<file path="src/rtl/gray_pkg.sv">
// Shared definitions for Gray-code consumers: code width, monitor state
// encoding and small conversion/counting helpers.
package gray_pkg;

    localparam int GRAY_W = 3;

    typedef enum logic [1:0] {
        IDLE  = 2'd0,
        TRACK = 2'd1,
        ERROR = 2'd2
    } state_t;

    function automatic logic [GRAY_W-1:0] g2b(input logic [GRAY_W-1:0] g);
        logic [GRAY_W-1:0] b;
        b[GRAY_W-1] = g[GRAY_W-1];
        for (int i = GRAY_W - 2; i >= 0; i--) begin
            b[i] = b[i+1] ^ g[i];
        end
        return b;
    endfunction

    // Callers zero-extend narrower vectors into the 32-bit argument.
    function automatic logic [5:0] popcount(input logic [31:0] x);
        logic [5:0] n;
        n = 6'd0;
        for (int i = 0; i < 32; i++) begin
            n = n + {5'd0, x[i]};
        end
        return n;
    endfunction

endpackage

</file>
<file path="src/rtl/gray_monitor_gray2bin.sv">
// Combinational Gray-to-binary converter; each binary bit is the XOR of all
// Gray bits at or above its position.
module gray2bin #(
    parameter int WIDTH = 3
) (
    input  logic [WIDTH-1:0] Gray,
    output logic [WIDTH-1:0] Bin
);

    // Prefix XOR from the MSB down, written without self-reference.
    always_comb begin
        Bin = {WIDTH{1'b0}};
        for (int i = 0; i < WIDTH; i++) begin
            Bin[i] = ^(Gray >> i);
        end
    end

endmodule

</file>
<file path="src/rtl/gray_monitor.sv">
// Consumer of the upstream Gray counter: converts samples to binary, polices
// the single-bit-step rule and counts legal wraps against the Overflow flag.
module gray_monitor
    import gray_pkg::*;
#(
    parameter int WIDTH = GRAY_W,
    parameter int LAP_W = 4
) (
    input  logic             Clk,
    input  logic             Reset,
    input  logic             Valid,
    input  logic [WIDTH-1:0] Gray_in,
    input  logic             Ovf_in,
    input  logic             Clear,
    output logic [WIDTH-1:0] Binary,
    output logic             Locked,
    output logic             Step_err,
    output logic             Err_sticky,
    output logic             Ovf_mismatch,
    output logic [LAP_W-1:0] Lap_cnt
);

    localparam logic [WIDTH-1:0] MAX_BIN  = {WIDTH{1'b1}};
    localparam logic [WIDTH-1:0] ZERO_BIN = {WIDTH{1'b0}};
    localparam logic [LAP_W-1:0] LAP_MAX  = {LAP_W{1'b1}};

    state_t           state_r, state_nxt_s;
    logic [WIDTH-1:0] last_gray_r, last_gray_nxt_s;
    logic [WIDTH-1:0] binary_r, binary_nxt_s;
    logic [WIDTH-1:0] bin_in_s;
    logic [LAP_W-1:0] lap_cnt_r, lap_cnt_nxt_s;
    logic             step_err_r, step_err_nxt_s;
    logic             err_sticky_r, err_sticky_nxt_s;
    logic             ovf_mismatch_r, ovf_mismatch_nxt_s;
    logic             locked_r;
    logic [5:0]       dist_s;
    logic             wrap_s;

    gray2bin #(.WIDTH(WIDTH)) u_gray2bin (
        .Gray (Gray_in),
        .Bin  (bin_in_s)
    );

    // Hamming distance to the last accepted sample and max->0 wrap detection.
    always_comb begin
        dist_s = popcount({{(32-WIDTH){1'b0}}, Gray_in ^ last_gray_r});
        wrap_s = (binary_r == MAX_BIN) && (bin_in_s == ZERO_BIN);
    end

    // Next-state and next-flag logic; Step_err falls back to 0 every cycle.
    always_comb begin
        state_nxt_s        = state_r;
        last_gray_nxt_s    = last_gray_r;
        binary_nxt_s       = binary_r;
        lap_cnt_nxt_s      = lap_cnt_r;
        err_sticky_nxt_s   = err_sticky_r;
        ovf_mismatch_nxt_s = ovf_mismatch_r;
        step_err_nxt_s     = 1'b0;
        if (Valid) begin
            case (state_r)
                IDLE: begin
                    last_gray_nxt_s = Gray_in;
                    binary_nxt_s    = bin_in_s;
                    state_nxt_s     = TRACK;
                end
                TRACK: begin
                    if (dist_s == 6'd1) begin
                        last_gray_nxt_s = Gray_in;
                        binary_nxt_s    = bin_in_s;
                        if (wrap_s) begin
                            if (lap_cnt_r != LAP_MAX) begin
                                lap_cnt_nxt_s = lap_cnt_r + LAP_W'(1);
                            end else begin
                                lap_cnt_nxt_s = lap_cnt_r;
                            end
                            if (!Ovf_in) begin
                                ovf_mismatch_nxt_s = 1'b1;
                            end else begin
                                ovf_mismatch_nxt_s = ovf_mismatch_r;
                            end
                        end else begin
                            lap_cnt_nxt_s = lap_cnt_r;
                        end
                    end else if (dist_s > 6'd1) begin
                        step_err_nxt_s   = 1'b1;
                        err_sticky_nxt_s = 1'b1;
                        state_nxt_s      = ERROR;
                    end else begin
                        state_nxt_s = TRACK;
                    end
                end
                ERROR: begin
                    state_nxt_s = ERROR;
                end
                default: begin
                    state_nxt_s = IDLE;
                end
            endcase
        end else begin
            state_nxt_s = state_r;
        end
    end

    // State and output registers; Clear mirrors Reset but keeps Binary.
    always_ff @(posedge Clk) begin
        if (Reset) begin
            state_r        <= IDLE;
            last_gray_r    <= ZERO_BIN;
            binary_r       <= ZERO_BIN;
            lap_cnt_r      <= {LAP_W{1'b0}};
            step_err_r     <= 1'b0;
            err_sticky_r   <= 1'b0;
            ovf_mismatch_r <= 1'b0;
            locked_r       <= 1'b0;
        end else if (Clear) begin
            state_r        <= IDLE;
            last_gray_r    <= ZERO_BIN;
            binary_r       <= binary_r;
            lap_cnt_r      <= {LAP_W{1'b0}};
            step_err_r     <= 1'b0;
            err_sticky_r   <= 1'b0;
            ovf_mismatch_r <= 1'b0;
            locked_r       <= 1'b0;
        end else begin
            state_r        <= state_nxt_s;
            last_gray_r    <= last_gray_nxt_s;
            binary_r       <= binary_nxt_s;
            lap_cnt_r      <= lap_cnt_nxt_s;
            step_err_r     <= step_err_nxt_s;
            err_sticky_r   <= err_sticky_nxt_s;
            ovf_mismatch_r <= ovf_mismatch_nxt_s;
            locked_r       <= (state_nxt_s == TRACK);
        end
    end

    assign Binary       = binary_r;
    assign Locked       = locked_r;
    assign Step_err     = step_err_r;
    assign Err_sticky   = err_sticky_r;
    assign Ovf_mismatch = ovf_mismatch_r;
    assign Lap_cnt      = lap_cnt_r;

endmodule

</file>
<file path="config.mk">
export PLATFORM = sky130hd
export DESIGN_NAME = gray_monitor
export DESIGN_NICKNAME = d
export VERILOG_FILES = /design/src/rtl/gray_pkg.sv /design/src/rtl/gray_monitor_gray2bin.sv /design/src/rtl/gray_monitor.sv
export SDC_FILE = /design/constraint.sdc
export NUM_CORES = 1
export LEC_CHECK = 0
export BUFFER_PORTS_ARGS = -buffer_cell sky130_fd_sc_hd__buf_2
export CAP_MARGIN = 10
export CORE_MARGIN = 3
export CORE_UTILIZATION = 44
export DETAILED_ROUTE_END_ITERATION = 10
export PLACE_DENSITY = 0.79
export SYNTH_ARGS = -nofsm -noshare
export SYNTH_HDL_FRONTEND = slang
export SYNTH_SLANG_ARGS = --single-unit
</file>
<file path="constraint.sdc">
create_clock -name Clk -period 2 [get_ports Clk]
set_input_delay 0.1 -clock Clk [delete_from_list [all_inputs] [get_ports Clk]]
set_output_delay 0.1 -clock Clk [all_outputs]
set_load 0.02 [all_outputs]
</file>
### Word-level counts from Yosys, hierarchy flattened

Index checks and enable logic that the tools add are counted.

| storage, ports and cells | value |
|---|---|
| bits of input ports | 8 |
| word-level logic and storage cells | 48 |
| register bits after elaboration | 16 |
| output and inout bits | 11 |

| cells by class | value |
|---|---|
| reduce and logical (&&, ||, !) cells | 14 |
| bitwise gates (word level) | 6 |
| equal/unequal tests | 7 |
| add/subtract/negate cells | 3 |
| $lt $le $gt $ge | 1 |
| multiplexer cells | 9 |

Operators with widths:

| cell | number |
|---|---|
| 3-bit one-hot mux with 2 select lines | 2 |
| 5-bit AND reduction | 2 |
| 3-bit parity | 3 |
| 4-bit AND reduction | 2 |
| 2-bit two-way mux | 3 |
| 3-bit two-way mux | 2 |
| 2-bit one-hot mux with 3 select lines | 1 |
| 1-bit inverter | 5 |
| 5-bit OR reduction | 1 |
| 4-bit by 1-bit adder with 4-bit output, second input constant | 1 |
| 2-bit by 1-bit equality test with 1-bit output, second input constant | 2 |
| 4-bit inequality test, second input constant | 1 |
| 2-bit by 1-bit adder with 3-bit output | 1 |
| 3-bit by 1-bit equality test with 1-bit output, second input constant | 1 |
| 3-bit equality test, second input constant | 1 |
| 3-bit by 1-bit greater-than comparator with 1-bit output, second input constant | 1 |
| 3-bit zero test | 1 |
| 3-bit AND reduction | 1 |
| 3-bit bitwise XOR | 1 |
| 1-bit by 1-bit adder with 2-bit output | 1 |
| 2-bit equality test, second input constant | 1 |
| 2-bit zero test | 1 |
| 2-bit inequality test, second input constant | 1 |
| 2-bit nonzero test | 1 |
| 3 further kinds | 3 |

### Longest topological paths before layout

Gate-level depths: netlist of run 1.

| depth | value |
|---|---|
| depth after elaboration | 9 |
| mapped depth | 7 |
| gate-level depth less buffers | 6 |

### Cells and area by module

From an unflattened synthesis of run 1, not the netlist that was laid out.

| unflattened totals | value |
|---|---|
| cells, all modules | 76 |
| area total of the unflattened synthesis | 763.2 um2 |

By module, submodules not included:

| module | sequential area each (um2) | area an instance (um2) | times used | cells an instance |
|---|---|---|---|---|
| gray_monitor | 320.3 | 723.2 | 1 | 73 |
| gray2bin | 0.0 | 40.0 | 1 | 3 |

### Least setup slack after synthesis of run 1

OpenSTA, ideal clock, no wires.

| path | value |
|---|---|
| path kind | flip-flop to flip-flop |
| start | register last_gray_r[0] |
| end | register lap_cnt_r[3], in the netlist Lap_cnt[3] |
| period minus slack after synthesis | 2.195 ns |
| setup time | 0.135 ns |
| data arrival time | 2.060 ns |
| path buffers | 1 |
| stages on the path, launching flop included | 8 |
| setup slack | -0.195 ns |
| cell sequence | dfxtp_1 -> xor2_1 -> fa_1 -> nand2b_1 -> or4_1 -> clkbuf_2 -> o311ai_0 -> o41ai_1 |

| on the way | value |
|---|---|
| longest elaborated chain between the ends | 5 |

Ends and longest elaborated chain:

| element | RTL line | source |
|---|---|---|
| from (decl) | gray_monitor.sv:28 | `logic [WIDTH-1:0] last_gray_r, last_gray_nxt_s;` |
| from (signal assigned) | gray_monitor.sv:126 | `last_gray_r <= last_gray_nxt_s;` |
| 3-bit bitwise XOR | gray_monitor.sv:46 | `dist_s = popcount({{(32-WIDTH){1'b0}}, Gray_in ^ last_gray_r});` |
| 1-bit by 1-bit adder with 2-bit output | gray_pkg.sv:27 | `n = n + {5'd0, x[i]};` |
| 2-bit by 1-bit adder with 3-bit output | gray_pkg.sv:27 |  |
| 3-bit by 1-bit equality test with 1-bit output | gray_monitor.sv:67 | `if (dist_s == 6'd1) begin` |
| 5-bit AND reduction (no line) | - |  |
| to (signal assigned) | gray_monitor.sv:110 | `lap_cnt_r <= {LAP_W{1'b0}};` |
| to (signal assigned) | gray_monitor.sv:119 | `lap_cnt_r <= {LAP_W{1'b0}};` |
| to (signal assigned) | gray_monitor.sv:128 | `lap_cnt_r <= lap_cnt_nxt_s;` |
| to (decl) | gray_monitor.sv:31 | `logic [LAP_W-1:0] lap_cnt_r, lap_cnt_nxt_s;` |

Every way passes these cells.
A chain may end at the register's enable or synchronous reset.

### Final worst setup path of run 1

| path | value |
|---|---|
| start | register last_gray_r[0] |
| end | register lap_cnt_r[0], in the netlist Lap_cnt[0] |

Same word-level chain as after synthesis.

==> flow_results.xml, run 1 <==
<?xml version="1.0" encoding="UTF-8"?>
<metrics>
  <group name="run_status">
    <metric name="run_status" unit="">finished with violations</metric>
    <metric name="violated_checks" unit="">negative setup slack</metric>
  </group>
  <group name="critical_path">
    <metric name="critical_path.cell_chain" unit="">xor2_2 -&gt; fa_2 -&gt; nand2b_1 -&gt; or4_4 -&gt; or3_1 -&gt; a21oi_1</metric>
    <metric name="critical_path_peak_fanout" unit="">7</metric>
    <metric name="critical_path_buf_inv_count" unit="">0</metric>
    <metric name="ff2ff_setup_slack" unit="ns">-0.18</metric>
    <metric name="critical-path-top-delay-family" unit="">simple AND/OR/NAND/NOR gates</metric>
    <metric name="path_class" unit="">flop to flop</metric>
    <metric name="crit_slowest_cell" unit="">fa_2</metric>
    <metric name="critical_path_required" unit="ns">2.22</metric>
    <metric name="worst_setup_path_start_kind" unit="">flop</metric>
    <metric name="startpoint_of_the_most_critical_setup_path" unit="">last_gray_r[0]</metric>
    <metric name="cp-end-kind" unit="">flop</metric>
    <metric name="cp_data_arrival_time" unit="ns">2.41</metric>
    <metric name="max_stage_delay" unit="ns">0.56</metric>
    <metric name="ff_to_ff_start" unit="">last_gray_r[0]</metric>
  </group>
  <group name="global_routing">
    <metric name="grt_pass1_wl" unit="µm">2370</metric>
    <metric name="initial_antenna_violation_count" unit="">0</metric>
    <metric name="vias_in_the_first_global_route" unit="">545</metric>
    <metric name="gr-usage-all-layers" unit="%">16.1</metric>
    <metric name="overall_overflow_remaining_after_global_route" unit="">0</metric>
    <metric name="maximum_number_of_pins_on_one_net_before_global_route_repair" unit="">11</metric>
  </group>
  <group name="sta">
    <metric name="setup_tns" unit="ns">-0.583</metric>
    <metric name="clock-skew-final" unit="ns">0.00250</metric>
    <metric name="final_max_slew_viol_count" unit="">0</metric>
    <metric name="setup_violations" unit="">5</metric>
    <metric name="finalCritPeriodShare" unit="%">109</metric>
    <metric name="slew_headroom" unit="%">72.1</metric>
    <metric name="rsz0062_at_grt" unit="">yes</metric>
    <metric name="final-hold-violation-count" unit="">0</metric>
    <metric name="worst_pin_slew" unit="ns">0.417</metric>
    <metric name="fmaxAchievable" unit="MHz">458</metric>
    <metric name="setup_ws" unit="ns">-0.185</metric>
    <metric name="post-route-min-period" unit="ns">2.18</metric>
  </group>
  <group name="synthesis">
    <metric name="post_synth_xor_area_fraction" unit="%">6.19</metric>
    <metric name="synth_simple_gate_area_share" unit="%">17.3</metric>
    <metric name="postSynthAreaPerCell" unit="µm²">9.82</metric>
    <metric name="dominant_combinational_cell_family_by_area_after_synthesis" unit="">simple AND/OR/NAND/NOR gates</metric>
    <metric name="synth_fa_ha_area_share" unit="%">4.60</metric>
    <metric name="fraction_of_the_yosys_area_taken_by_sequential_cells" unit="%">45.3</metric>
    <metric name="post_synth_mux_area_share" unit="%">8.50</metric>
    <metric name="postSynthNetCount" unit="">82</metric>
    <metric name="synth_seq_cells" unit="">16</metric>
    <metric name="library_cell_with_the_largest_summed_area_after_synthesis" unit="">dfxtp_1</metric>
    <metric name="synth_common_cells" unit="">dfxtp_1 (16), nor2_1 (9), a21oi_1 (6), mux2i_1 (6), xor2_1 (5)</metric>
    <metric name="number_of_enable_type_register_cells_in_the_synthesized_netlist" unit="">0</metric>
    <metric name="ys_warn_count" unit="">0</metric>
    <metric name="netlist-cell-type-count" unit="">27</metric>
    <metric name="yosysTopAreaCellShare" unit="%">45.3</metric>
    <metric name="compound_gate_fraction_of_synth_area" unit="%">15.8</metric>
    <metric name="post_synth_instance_area" unit="µm²">707</metric>
    <metric name="ys_async_sr_fraction" unit="%">0</metric>
    <metric name="synthMostInstantiatedCell" unit="">dfxtp_1</metric>
    <metric name="syn_inst" unit="">72</metric>
    <metric name="synth_flop_cell" unit="">dfxtp_1</metric>
    <metric name="yosys-top-cells-area" unit="">dfxtp_1 (45%), mux2i_1 (8.5%), xor2_1 (6.2%)</metric>
  </group>
  <group name="die">
    <metric name="floorplan.die_area" unit="µm²">2120</metric>
    <metric name="pin_count" unit="">19</metric>
    <metric name="chipHeight" unit="µm">46.1</metric>
    <metric name="core_region_area" unit="µm²">1400</metric>
    <metric name="die_width" unit="µm">46.1</metric>
    <metric name="row_count" unit="">13</metric>
    <metric name="floorplan.initialDensity" unit="%">50.5</metric>
  </group>
  <group name="placed_design">
    <metric name="pre_cts_slack" unit="ns">-0.223</metric>
    <metric name="place.detailed.hpwl" unit="µm">1120</metric>
    <metric name="place_congestion" unit="">0.757</metric>
    <metric name="dp_cells" unit="">111</metric>
    <metric name="port-buffer-count" unit="">18</metric>
  </group>
  <group name="route">
    <metric name="dr.pass1.iters" unit="">3</metric>
    <metric name="drc" unit="">0</metric>
    <metric name="num_vias" unit="">611</metric>
    <metric name="drtAntennaViolNets" unit="">0</metric>
    <metric name="drt-vias-per-instance" unit="">5.31</metric>
    <metric name="routed_wirelength" unit="µm">1500</metric>
    <metric name="routed_wire_length_per_instance" unit="µm">13.0</metric>
    <metric name="detailedRoute.firstIterationViolations" unit="">8</metric>
  </group>
  <group name="cts">
    <metric name="htree_levels" unit="">1</metric>
    <metric name="cts_made_buffers" unit="">3</metric>
    <metric name="postCtsHoldBufs" unit="">0</metric>
    <metric name="worst_skew_pair.late_latency" unit="ns">0.28</metric>
    <metric name="clockBufferDepth" unit="">2</metric>
    <metric name="numClockSinks" unit="">16</metric>
    <metric name="cts_tree" unit="">yes</metric>
    <metric name="clkSlewWorstSetupHoldPaths" unit="ns">0.09</metric>
    <metric name="clockRootBuffer" unit="">clkbuf_4</metric>
  </group>
  <group name="worst_hold_path">
    <metric name="hp-start" unit="">Reset</metric>
    <metric name="hold_path_class" unit="">input port to flop</metric>
  </group>
  <group name="layout">
    <metric name="antennaDiodeCount" unit="">0</metric>
    <metric name="areaGrowthSynthToFinish" unit="%">34.2</metric>
    <metric name="nFillCells" unit="">118</metric>
    <metric name="post_layout_nonfiller_instances" unit="">115</metric>
    <metric name="drive_gt1_share" unit="%">38.0</metric>
    <metric name="finish.net_count" unit="">111</metric>
  </group>
  <group name="power">
    <metric name="leakagePower" unit="nW">0.420</metric>
    <metric name="irDropWorstVdd" unit="mV">0.406</metric>
    <metric name="power" unit="mW">0.637</metric>
    <metric name="power.density_cell_area" unit="nW/µm²">671</metric>
  </group>
  <group name="job">
    <metric name="maxCapViolations" unit="">0</metric>
  </group>
</metrics>
==> layout by cell type (no fill, tap or decap), drive strengths merged <==
cell type,synthesis,layout
nand4bb,1,1
o41ai,2,2
xor2,5,5
a21o,1,1
or4,1,1
a311oi,1,1
nor2,9,9
clkbuf,2,4
or2,1,1
inv,2,2
a211oi,1,1
fa,1,1
nand2b,2,2
or3b,2,2
or3,1,1
o311ai,2,2
nand3,1,1
dfxtp,16,16
and3,1,1
a21oi,6,6
buf,0,26
o21ai,3,3
o21a,1,1
ha,1,1
nand2,2,2
mux2i,6,6
nand4b,1,1
==> worst register-to-register path: cells and delay by family, from the launching register on <==
| family | cells | cell delay (ns) |
|---|---|---|
| AO/OA/AOI/OAI | 1 | 0.14 |
| XOR/XNOR | 1 | 0.15 |
| adder cells (fa/ha/maj) | 1 | 0.56 |
| flip-flops | 1 | 0.34 |
| AND/OR/NAND/NOR | 3 | 0.93 |
==> repair_timing <==
action	4_1_cts	5_1_grt
resized for setup	4	4
setup buffers	0	1
pin swaps	0	5
setup endpoints to repair	5	10
==> power by group <==
group          internal, mW  switching [mW]
logic                0.0457          0.0498
registers             0.327         0.00668
clock network         0.111          0.0965
total                 0.484           0.153
==> final cells by class <==
| type | instances | area (µm²) | area share (%) |
|---|---|---|---|
| inverters | 2 | 7.51 | 0.792 |
| multi-input cells | 52 | 414 | 43.7 |
| clock buffers | 4 | 36.3 | 3.83 |
| flip-flops and latches | 16 | 322 | 33.9 |
| well taps | 15 | 18.8 | 1.98 |
| repair buffers | 26 | 150 | 15.8 |
==> state kept, by name (all words and copies together), names as in the netlist <==
signal / cells
Step_err: 1
state_r: 2
Binary: 3
Locked: 1
Ovf_mismatch: 1
Err_sticky: 1
Lap_cnt: 4
last_gray_r: 3
==> stage by stage <==
step | utilization, % | instance area (µm²) | hold WS [ns]
2_1_floorplan | - | 709 | 0.172
3_3_place_gp | 62.2 | 870 | 0.322
3_5_place_dp | 62.2 | 870 | 0.326
4_1_cts | 66.0 | 923 | 0.0129
5_1_grt | 67.8 | 948 | 0.00809
6_report | 67.8 | 948 | 0.0264
==> cell families (layout without fill, tap and decap cells) <==
| kind of cell | Yosys count | count (layout) |
|---|---|---|
| AO/OA/AOI/OAI | 17 | 17 |
| multiplexers | 6 | 6 |
| AND/OR/NAND/NOR | 22 | 22 |
| adder cells (fa/ha/maj) | 2 | 2 |
| flip-flops | 16 | 16 |
| XOR/XNOR | 5 | 5 |
| buffers and inverters | 4 | 32 |
==> metal layers <==
metal	global-route usage [%]	wire, µm	vias to the layer above
met1	18.8	701	285
met4	8.52	17	0
met2	25.5	714	11
li1	-	-	313
met5	0	0	-
met3	5.86	63	2
==> final timing paths <==
| path | to | cells after the start |
|---|---|---|
| worst max register to register | Lap_cnt[0] | 6 |
| worst min register to register | Err_sticky | 2 |
| worst min-delay path | Binary[2] | 2 |
| worst max-delay path | Lap_cnt[0] | 6 |
Note: power is estimated with default switching activity, not from simulation.
==> run 2: changes to the inputs <==
--- a/config.mk
+++ b/config.mk
@@ -10,7 +10,7 @@
 export CORE_MARGIN = 3
 export CORE_UTILIZATION = 44
 export DETAILED_ROUTE_END_ITERATION = 10
-export PLACE_DENSITY = 0.79
+export PLACE_DENSITY = 0.71
 export SYNTH_ARGS = -nofsm -noshare
 export SYNTH_HDL_FRONTEND = slang
 export SYNTH_SLANG_ARGS = --single-unit
==> run 2 against run 1 <==
Net effect:
- the flow still finishes with violations (negative setup slack)
- critical path depth unchanged
- combinational power fell by 4.3%
- critical endpoint unchanged
- via count rose by 1.8%
- clock skew is 0.0035 ns higher
- cell area fell by 5.3%
- hold slack got worse by 0.0024 ns
- sequential share of layout area increased by 1.9 points
- core utilization decreased by 3.6 points
==> flow_results.xml, run 2 (synthesis gave the netlist of run 1 again) <==
<?xml version="1.0" encoding="UTF-8"?>
<metrics>
  <group name="die">
    <metric name="die_width" unit="µm">46.1</metric>
    <metric name="floorplan.initialDensity" unit="%">50.5</metric>
    <metric name="floorplan.die_area" unit="µm²">2120</metric>
    <metric name="chipHeight" unit="µm">46.1</metric>
    <metric name="core_region_area" unit="µm²">1400</metric>
    <metric name="row_count" unit="">13</metric>
    <metric name="pin_count" unit="">19</metric>
  </group>
  <group name="critical_path">
    <metric name="worst_setup_path_start_kind" unit="">flop</metric>
    <metric name="critical-path-top-delay-family" unit="">simple AND/OR/NAND/NOR gates</metric>
    <metric name="cp-end-kind" unit="">flop</metric>
    <metric name="path_class" unit="">flop to flop</metric>
    <metric name="ff_to_ff_start" unit="">last_gray_r[0]</metric>
    <metric name="critical_path_buf_inv_count" unit="">0</metric>
    <metric name="critical_path_peak_fanout" unit="">7</metric>
    <metric name="ff2ff_setup_slack" unit="ns">-0.17</metric>
    <metric name="critical_path_required" unit="ns">2.23</metric>
    <metric name="cp_data_arrival_time" unit="ns">2.40</metric>
    <metric name="r2r_cells" unit="">6</metric>
    <metric name="cp_num_cells" unit="">6</metric>
    <metric name="crit_slowest_cell" unit="">fa_2</metric>
    <metric name="critical_path_endpoint" unit="">Lap_cnt[0]</metric>
    <metric name="startpoint_of_the_most_critical_setup_path" unit="">last_gray_r[0]</metric>
    <metric name="max_stage_delay" unit="ns">0.56</metric>
    <metric name="critical_path.cell_chain" unit="">xor2_1 -&gt; fa_2 -&gt; nand2b_1 -&gt; or4_4 -&gt; or3_1 -&gt; a21oi_2</metric>
    <metric name="worst_reg2reg_path_endpoint" unit="">Lap_cnt[0]</metric>
  </group>
  <group name="sta">
    <metric name="final-hold-violation-count" unit="">0</metric>
    <metric name="post-route-min-period" unit="ns">2.17</metric>
    <metric name="worst_pin_slew" unit="ns">0.293</metric>
    <metric name="setup_ws" unit="ns">-0.170</metric>
    <metric name="setup_violations" unit="">5</metric>
    <metric name="fmaxAchievable" unit="MHz">461</metric>
    <metric name="final_max_slew_viol_count" unit="">0</metric>
    <metric name="rsz0062_at_grt" unit="">yes</metric>
    <metric name="timing.hold.ws" unit="ns">0.0239</metric>
    <metric name="slew_headroom" unit="%">80.2</metric>
    <metric name="clock-skew-final" unit="ns">0.00598</metric>
    <metric name="finalCritPeriodShare" unit="%">109</metric>
  </group>
  <group name="route">
    <metric name="drtAntennaViolNets" unit="">0</metric>
    <metric name="drc" unit="">0</metric>
    <metric name="routed_wirelength" unit="µm">1450</metric>
    <metric name="num_vias" unit="">622</metric>
    <metric name="dr.pass1.iters" unit="">4</metric>
    <metric name="drt-vias-per-instance" unit="">5.50</metric>
    <metric name="routed_wire_length_per_instance" unit="µm">12.9</metric>
    <metric name="detailedRoute.firstIterationViolations" unit="">6</metric>
  </group>
  <group name="layout">
    <metric name="drive_gt1_share" unit="%">34.7</metric>
    <metric name="final_cell_mix" unit="">buf_2 (18), dfxtp_1 (15), nor2_1 (9)</metric>
    <metric name="antennaDiodeCount" unit="">0</metric>
    <metric name="stdcell_area" unit="µm²">898</metric>
    <metric name="fin_util" unit="%">64.2</metric>
    <metric name="layout.cells.most_common" unit="">buf_2</metric>
    <metric name="areaGrowthSynthToFinish" unit="%">27.1</metric>
    <metric name="largest_reg_flops" unit="">4</metric>
    <metric name="finish.net_count" unit="">110</metric>
  </group>
  <group name="placed_design">
    <metric name="cell_area_reported_after_detailed_placement" unit="µm²">862</metric>
    <metric name="place_congestion" unit="">0.747</metric>
    <metric name="place.detailed.hpwl" unit="µm">1090</metric>
    <metric name="pre_cts_slack" unit="ns">-0.215</metric>
    <metric name="port-buffer-count" unit="">18</metric>
  </group>
  <group name="cts">
    <metric name="clkSlewWorstSetupHoldPaths" unit="ns">0.09</metric>
    <metric name="numClockSinks" unit="">16</metric>
    <metric name="cts_tree" unit="">yes</metric>
    <metric name="htree_levels" unit="">1</metric>
    <metric name="postCtsHoldBufs" unit="">0</metric>
    <metric name="cts_made_buffers" unit="">3</metric>
    <metric name="worst_skew_pair.late_latency" unit="ns">0.28</metric>
    <metric name="clockBufferDepth" unit="">2</metric>
    <metric name="clockRootBuffer" unit="">clkbuf_4</metric>
  </group>
  <group name="power">
    <metric name="irDropWorstVdd" unit="mV">0.411</metric>
    <metric name="power" unit="mW">0.588</metric>
    <metric name="power.density_cell_area" unit="nW/µm²">654</metric>
    <metric name="leakagePower" unit="nW">0.403</metric>
  </group>
  <group name="global_routing">
    <metric name="initial_antenna_violation_count" unit="">0</metric>
    <metric name="overall_overflow_remaining_after_global_route" unit="">0</metric>
    <metric name="maximum_number_of_pins_on_one_net_before_global_route_repair" unit="">11</metric>
    <metric name="gr-usage-all-layers" unit="%">15.5</metric>
    <metric name="vias_in_the_first_global_route" unit="">539</metric>
    <metric name="grt_pass1_wl" unit="µm">2290</metric>
  </group>
  <group name="run_status">
    <metric name="violated_checks" unit="">negative setup slack</metric>
    <metric name="run_status" unit="">finished with violations</metric>
  </group>
  <group name="worst_hold_path">
    <metric name="hold_path_class" unit="">input port to flop</metric>
  </group>
  <group name="job">
    <metric name="maxCapViolations" unit="">0</metric>
  </group>
</metrics>
[run 2: how the worst min path moves through the flow]
stage                      from  depth (start not counted)   endpoint  slack (ns)
after floorplan           Reset                          1  Binary[0]        0.17
after global placement    Reset                          2  Binary[0]        0.32
after detailed placement  Reset                          2  Binary[0]        0.33
after CTS                 Reset                          2  Binary[0]        0.02
after global routing      Reset                          2  Binary[0]        0.02
final                     Reset                          2  Binary[0]        0.02
[run 2: worst register-to-register path, cell delays in order, from the launching register on]
cell and delay [ns]:
dfxtp_2 0.33, xor2_1 0.17, fa_2 0.56, nand2b_1 0.06
or4_4 0.46, or3_1 0.38, a21oi_2 0.14
[run 2: stage by stage]
step | instances | setup TNS, ns
after CTS | 113 | -0.642
after detailed placement | 110 | -0.888
after floorplan | 72 | -0.591
after global placement | 110 | -0.678
final | 113 | -0.630
after global routing | 113 | -1.02
[run 2: cell type report]
class                      instances  area [µm²]
fill                             118         500
multi-input combinational         52         385
sequential                        16         322
timing repair buffer              25         143
clock buffer                       3        22.5
tap                               15        18.8
inverter                           2        7.51
[run 2: timing repair]
item	in CTS	in global routing
buffers inserted	0	0
gates cloned	0	0
pin swaps	0	1
setup endpoints to repair	5	8
gates resized for setup	2	2
[run 2: per-layer routing]
metal | vias up | global-route usage, % | share of wire [%]
li1 | 316 | - | -
met1 | 289 | 16.9 | 45
met2 | 15 | 26.1 | 47
met3 | 2 | 6.25 | 6.7
met4 | 0 | 6.82 | 0.89
met5 | - | 0 | 0
[run 2: where the power goes]
group	leakage (nW)	switching (mW)	internal, mW
Clock	0.0138	0.0926	0.0700
Combinational	0.259	0.0468	0.0446
Sequential	0.130	0.00657	0.327
Total	0.403	0.146	0.442
==> run 3: changes to the inputs <==
--- a/config.mk
+++ b/config.mk
@@ -5,12 +5,13 @@
 export SDC_FILE = /design/constraint.sdc
 export NUM_CORES = 1
 export LEC_CHECK = 0
+export ABC_AREA = 1
 export BUFFER_PORTS_ARGS = -buffer_cell sky130_fd_sc_hd__buf_2
 export CAP_MARGIN = 10
 export CORE_MARGIN = 3
-export CORE_UTILIZATION = 44
+export CORE_UTILIZATION = 46
 export DETAILED_ROUTE_END_ITERATION = 10
-export PLACE_DENSITY = 0.71
+export PLACE_DENSITY = 0.72
 export SYNTH_ARGS = -nofsm -noshare
 export SYNTH_HDL_FRONTEND = slang
 export SYNTH_SLANG_ARGS = --single-unit
==> run 3 against run 2 <==
Net effect:
- the run now ends clean
- routed wire length up 0.21%
- combinational power about the same
- final cell count up 33%
- worst setup slack better by 0.40 ns
- core utilization down 2.9 points
- synthesized cell count up 46%
- clock-buffer cell count up 1
- critical path type unchanged
- critical endpoint is now Lap_cnt[2]
==> flow_results.xml, run 3 <==
<?xml version="1.0" encoding="UTF-8"?>
<metrics>
  <group name="die">
    <metric name="row_count" unit="">14</metric>
    <metric name="floorplan.initialDensity" unit="%">52.2</metric>
    <metric name="chipHeight" unit="µm">48.5</metric>
    <metric name="pin_count" unit="">19</metric>
    <metric name="die_width" unit="µm">48.5</metric>
    <metric name="floorplan.die_area" unit="µm²">2360</metric>
    <metric name="core_region_area" unit="µm²">1590</metric>
  </group>
  <group name="power">
    <metric name="leakagePower" unit="nW">0.454</metric>
    <metric name="power.density_cell_area" unit="nW/µm²">656</metric>
    <metric name="irDropWorstVdd" unit="mV">0.373</metric>
  </group>
  <group name="route">
    <metric name="num_vias" unit="">693</metric>
    <metric name="routed_wire_length_per_instance" unit="µm">9.71</metric>
    <metric name="detailedRoute.firstIterationViolations" unit="">3</metric>
    <metric name="drtAntennaViolNets" unit="">0</metric>
    <metric name="drt-vias-per-instance" unit="">4.62</metric>
    <metric name="routed_wirelength" unit="µm">1460</metric>
    <metric name="drc" unit="">0</metric>
    <metric name="dr.pass1.iters" unit="">4</metric>
  </group>
  <group name="layout">
    <metric name="antennaDiodeCount" unit="">0</metric>
    <metric name="final_cell_mix" unit="">buf_2 (18), nand2_1 (17), dfxtp_1 (16), nor2_1 (16), inv_1 (13)</metric>
    <metric name="stdcell_area" unit="µm²">977</metric>
    <metric name="drive_gt1_share" unit="%">28.6</metric>
    <metric name="post_layout_nonfiller_instances" unit="">150</metric>
    <metric name="nFillCells" unit="">148</metric>
    <metric name="layout.cells.most_common" unit="">buf_2</metric>
    <metric name="finish.net_count" unit="">137</metric>
    <metric name="largest_reg_flops" unit="">4</metric>
    <metric name="areaGrowthSynthToFinish" unit="%">17.4</metric>
  </group>
  <group name="critical_path">
    <metric name="cp-end-kind" unit="">flop</metric>
    <metric name="startpoint_of_the_most_critical_setup_path" unit="">last_gray_r[0]</metric>
    <metric name="worst_reg2reg_path_endpoint" unit="">Lap_cnt[2]</metric>
    <metric name="cp_data_arrival_time" unit="ns">1.97</metric>
    <metric name="ff2ff_setup_slack" unit="ns">0.23</metric>
    <metric name="r2r_cells" unit="">9</metric>
    <metric name="ff_to_ff_start" unit="">last_gray_r[0]</metric>
    <metric name="critical_path_required" unit="ns">2.19</metric>
    <metric name="critical_path_peak_fanout" unit="">5</metric>
    <metric name="worst_setup_path_start_kind" unit="">flop</metric>
    <metric name="path_class" unit="">flop to flop</metric>
  </group>
  <group name="sta">
    <metric name="worst_pin_slew" unit="ns">0.210</metric>
    <metric name="setup_violations" unit="">0</metric>
    <metric name="slew_headroom" unit="%">85.9</metric>
    <metric name="rsz0062_at_grt" unit="">no</metric>
    <metric name="post-route-min-period" unit="ns">1.77</metric>
    <metric name="fmaxAchievable" unit="MHz">564</metric>
    <metric name="final-hold-violation-count" unit="">0</metric>
    <metric name="finalCritPeriodShare" unit="%">88.7</metric>
    <metric name="setup_tns" unit="ns">0</metric>
    <metric name="final_max_slew_viol_count" unit="">0</metric>
    <metric name="clock-skew-final" unit="ns">0.00280</metric>
  </group>
  <group name="placed_design">
    <metric name="port-buffer-count" unit="">18</metric>
    <metric name="cell_area_reported_after_detailed_placement" unit="µm²">941</metric>
    <metric name="place_congestion" unit="">0.778</metric>
    <metric name="place.detailed.hpwl" unit="µm">1130</metric>
    <metric name="dp_cells" unit="">146</metric>
  </group>
  <group name="global_routing">
    <metric name="initial_antenna_violation_count" unit="">0</metric>
    <metric name="gr-usage-all-layers" unit="%">14.6</metric>
    <metric name="overall_overflow_remaining_after_global_route" unit="">0</metric>
    <metric name="grt_pass1_wl" unit="µm">2770</metric>
    <metric name="maximum_number_of_pins_on_one_net_before_global_route_repair" unit="">10</metric>
    <metric name="vias_in_the_first_global_route" unit="">656</metric>
  </group>
  <group name="synthesis">
    <metric name="netlist-cell-type-count" unit="">24</metric>
    <metric name="library_cell_with_the_largest_summed_area_after_synthesis" unit="">dfxtp_1</metric>
    <metric name="synth_seq_cells" unit="">16</metric>
    <metric name="synth_flop_cell" unit="">dfxtp_1</metric>
    <metric name="postSynthNetCount" unit="">115</metric>
    <metric name="postSynthAreaPerCell" unit="µm²">7.92</metric>
    <metric name="post_synth_instance_area" unit="µm²">832</metric>
    <metric name="syn_inst" unit="">105</metric>
    <metric name="yosysTopAreaCellShare" unit="%">38.5</metric>
    <metric name="ys_warn_count" unit="">0</metric>
    <metric name="number_of_enable_type_register_cells_in_the_synthesized_netlist" unit="">0</metric>
    <metric name="fraction_of_the_yosys_area_taken_by_sequential_cells" unit="%">38.5</metric>
    <metric name="yosys-top-cells-area" unit="">dfxtp_1 (38%), nor2_4 (8.1%), nand2_1 (7.7%)</metric>
    <metric name="synthMostInstantiatedCell" unit="">nand2_1</metric>
    <metric name="ys_async_sr_fraction" unit="%">0</metric>
    <metric name="synth_common_cells" unit="">nand2_1 (17), dfxtp_1 (16), nor2_1 (16), inv_1 (13), a21oi_1 (7)</metric>
  </group>
  <group name="worst_hold_path">
    <metric name="hold-path-cell-count" unit="">2</metric>
    <metric name="whs_endpoint" unit="">Binary[0]</metric>
    <metric name="hp-start" unit="">Reset</metric>
    <metric name="hold_path_class" unit="">input port to flop</metric>
  </group>
  <group name="run_status">
    <metric name="run_status" unit="">completed</metric>
  </group>
  <group name="cts">
    <metric name="clockBufferDepth" unit="">2</metric>
    <metric name="postCtsHoldBufs" unit="">0</metric>
    <metric name="cts_made_buffers" unit="">3</metric>
    <metric name="htree_levels" unit="">1</metric>
    <metric name="numClockSinks" unit="">16</metric>
    <metric name="clockRootBuffer" unit="">clkbuf_4</metric>
    <metric name="clkSlewWorstSetupHoldPaths" unit="ns">0.09</metric>
    <metric name="worst_skew_pair.late_latency" unit="ns">0.29</metric>
    <metric name="postCtsSetupRepairBufs" unit="">0</metric>
    <metric name="cts_tree" unit="">yes</metric>
    <metric name="cts_resized" unit="">0</metric>
  </group>
  <group name="job">
    <metric name="maxCapViolations" unit="">0</metric>
  </group>
</metrics>
-- run 3: cell count changes after synthesis, sizes merged, moves of 2 or more --
cell and change:
nand3b +2, or3b -2, nand2 +18, clkbuf -2, o311ai -2, nand4 +2, nand2b -2, nand3 +4
nor2 +13, o41ai -2, mux2i -6, inv +13
-- run 3: logic make-up after synthesis --
logic type                 after synthesis  share of synthesized area, %
AOI/OAI and AO/OA                       13                          8.42
buffers and inverters                   16                          8.12
DFF                                     16                          38.5
xor gates and xnor gates                 5                          5.26
adders and majority gates                2                          3.91
and+or+nand+nor                         53                          35.8
-- run 3: worst max-delay path by stage --
stage               slack, ns             end  cells after the start
CTS                      0.22      Lap_cnt[2]                      9
detailed placement       0.23      Lap_cnt[2]                      9
floorplan                0.32      Lap_cnt[2]                      9
global route             0.06  last_gray_r[1]                      8
global placement         0.29      Lap_cnt[2]                      9
finish                   0.23      Lap_cnt[2]                      9
-- run 3: report_power, final --
group	switching (mW)	internal (mW)	leakage, nW	total, mW
Clock	0.104	0.111	0.0210	0.215
Sequential	0.00652	0.328	0.130	0.334
Combinational	0.0579	0.0338	0.303	0.0917
Total	0.168	0.473	0.454	0.641
-- run 3: layer usage --
metal	vias up	wire length, µm	GRT usage [%]
met4	0	32	7.11
met2	10	658	24.5
met3	5	48	3.07
met5	-	0	0
li1	373	-	-
met1	305	716	17.5
-- run 3: critical path, cell delays in order, from the launching register on --
cell     delay, ns
dfxtp_1       0.33
xor2_1        0.18
fa_1          0.54
nand2_1       0.10
nor2_4        0.17
nand2_2       0.08
nor2_4        0.11
nand3_1       0.08
nand2_1       0.06
nor2_1        0.04
-- run 3: final cells by class --
type	count	area, µm²	area share (%)
clock buffer	4	36.3	3.71
inverter	15	56.3	5.76
multi-input combinational	73	444	45.5
sequential	16	320	32.8
tap	24	30.0	3.07
timing repair buffer	18	90.1	9.22
-- run 3: metrics by stage --
stage / hold slack [ns] / utilization [%] / power (mW) / setup WS, ns
2_1_floorplan: 0.169 / - / 0.408 / 0.317
3_3_place_gp: 0.335 / 59.0 / 0.431 / 0.292
3_5_place_dp: 0.336 / 59.0 / 0.434 / 0.233
4_1_cts: 0.0245 / 61.3 / 0.645 / 0.222
5_1_grt: 0.0449 / 61.3 / 0.674 / 0.0578
6_report: 0.0331 / 61.3 / 0.641 / 0.226
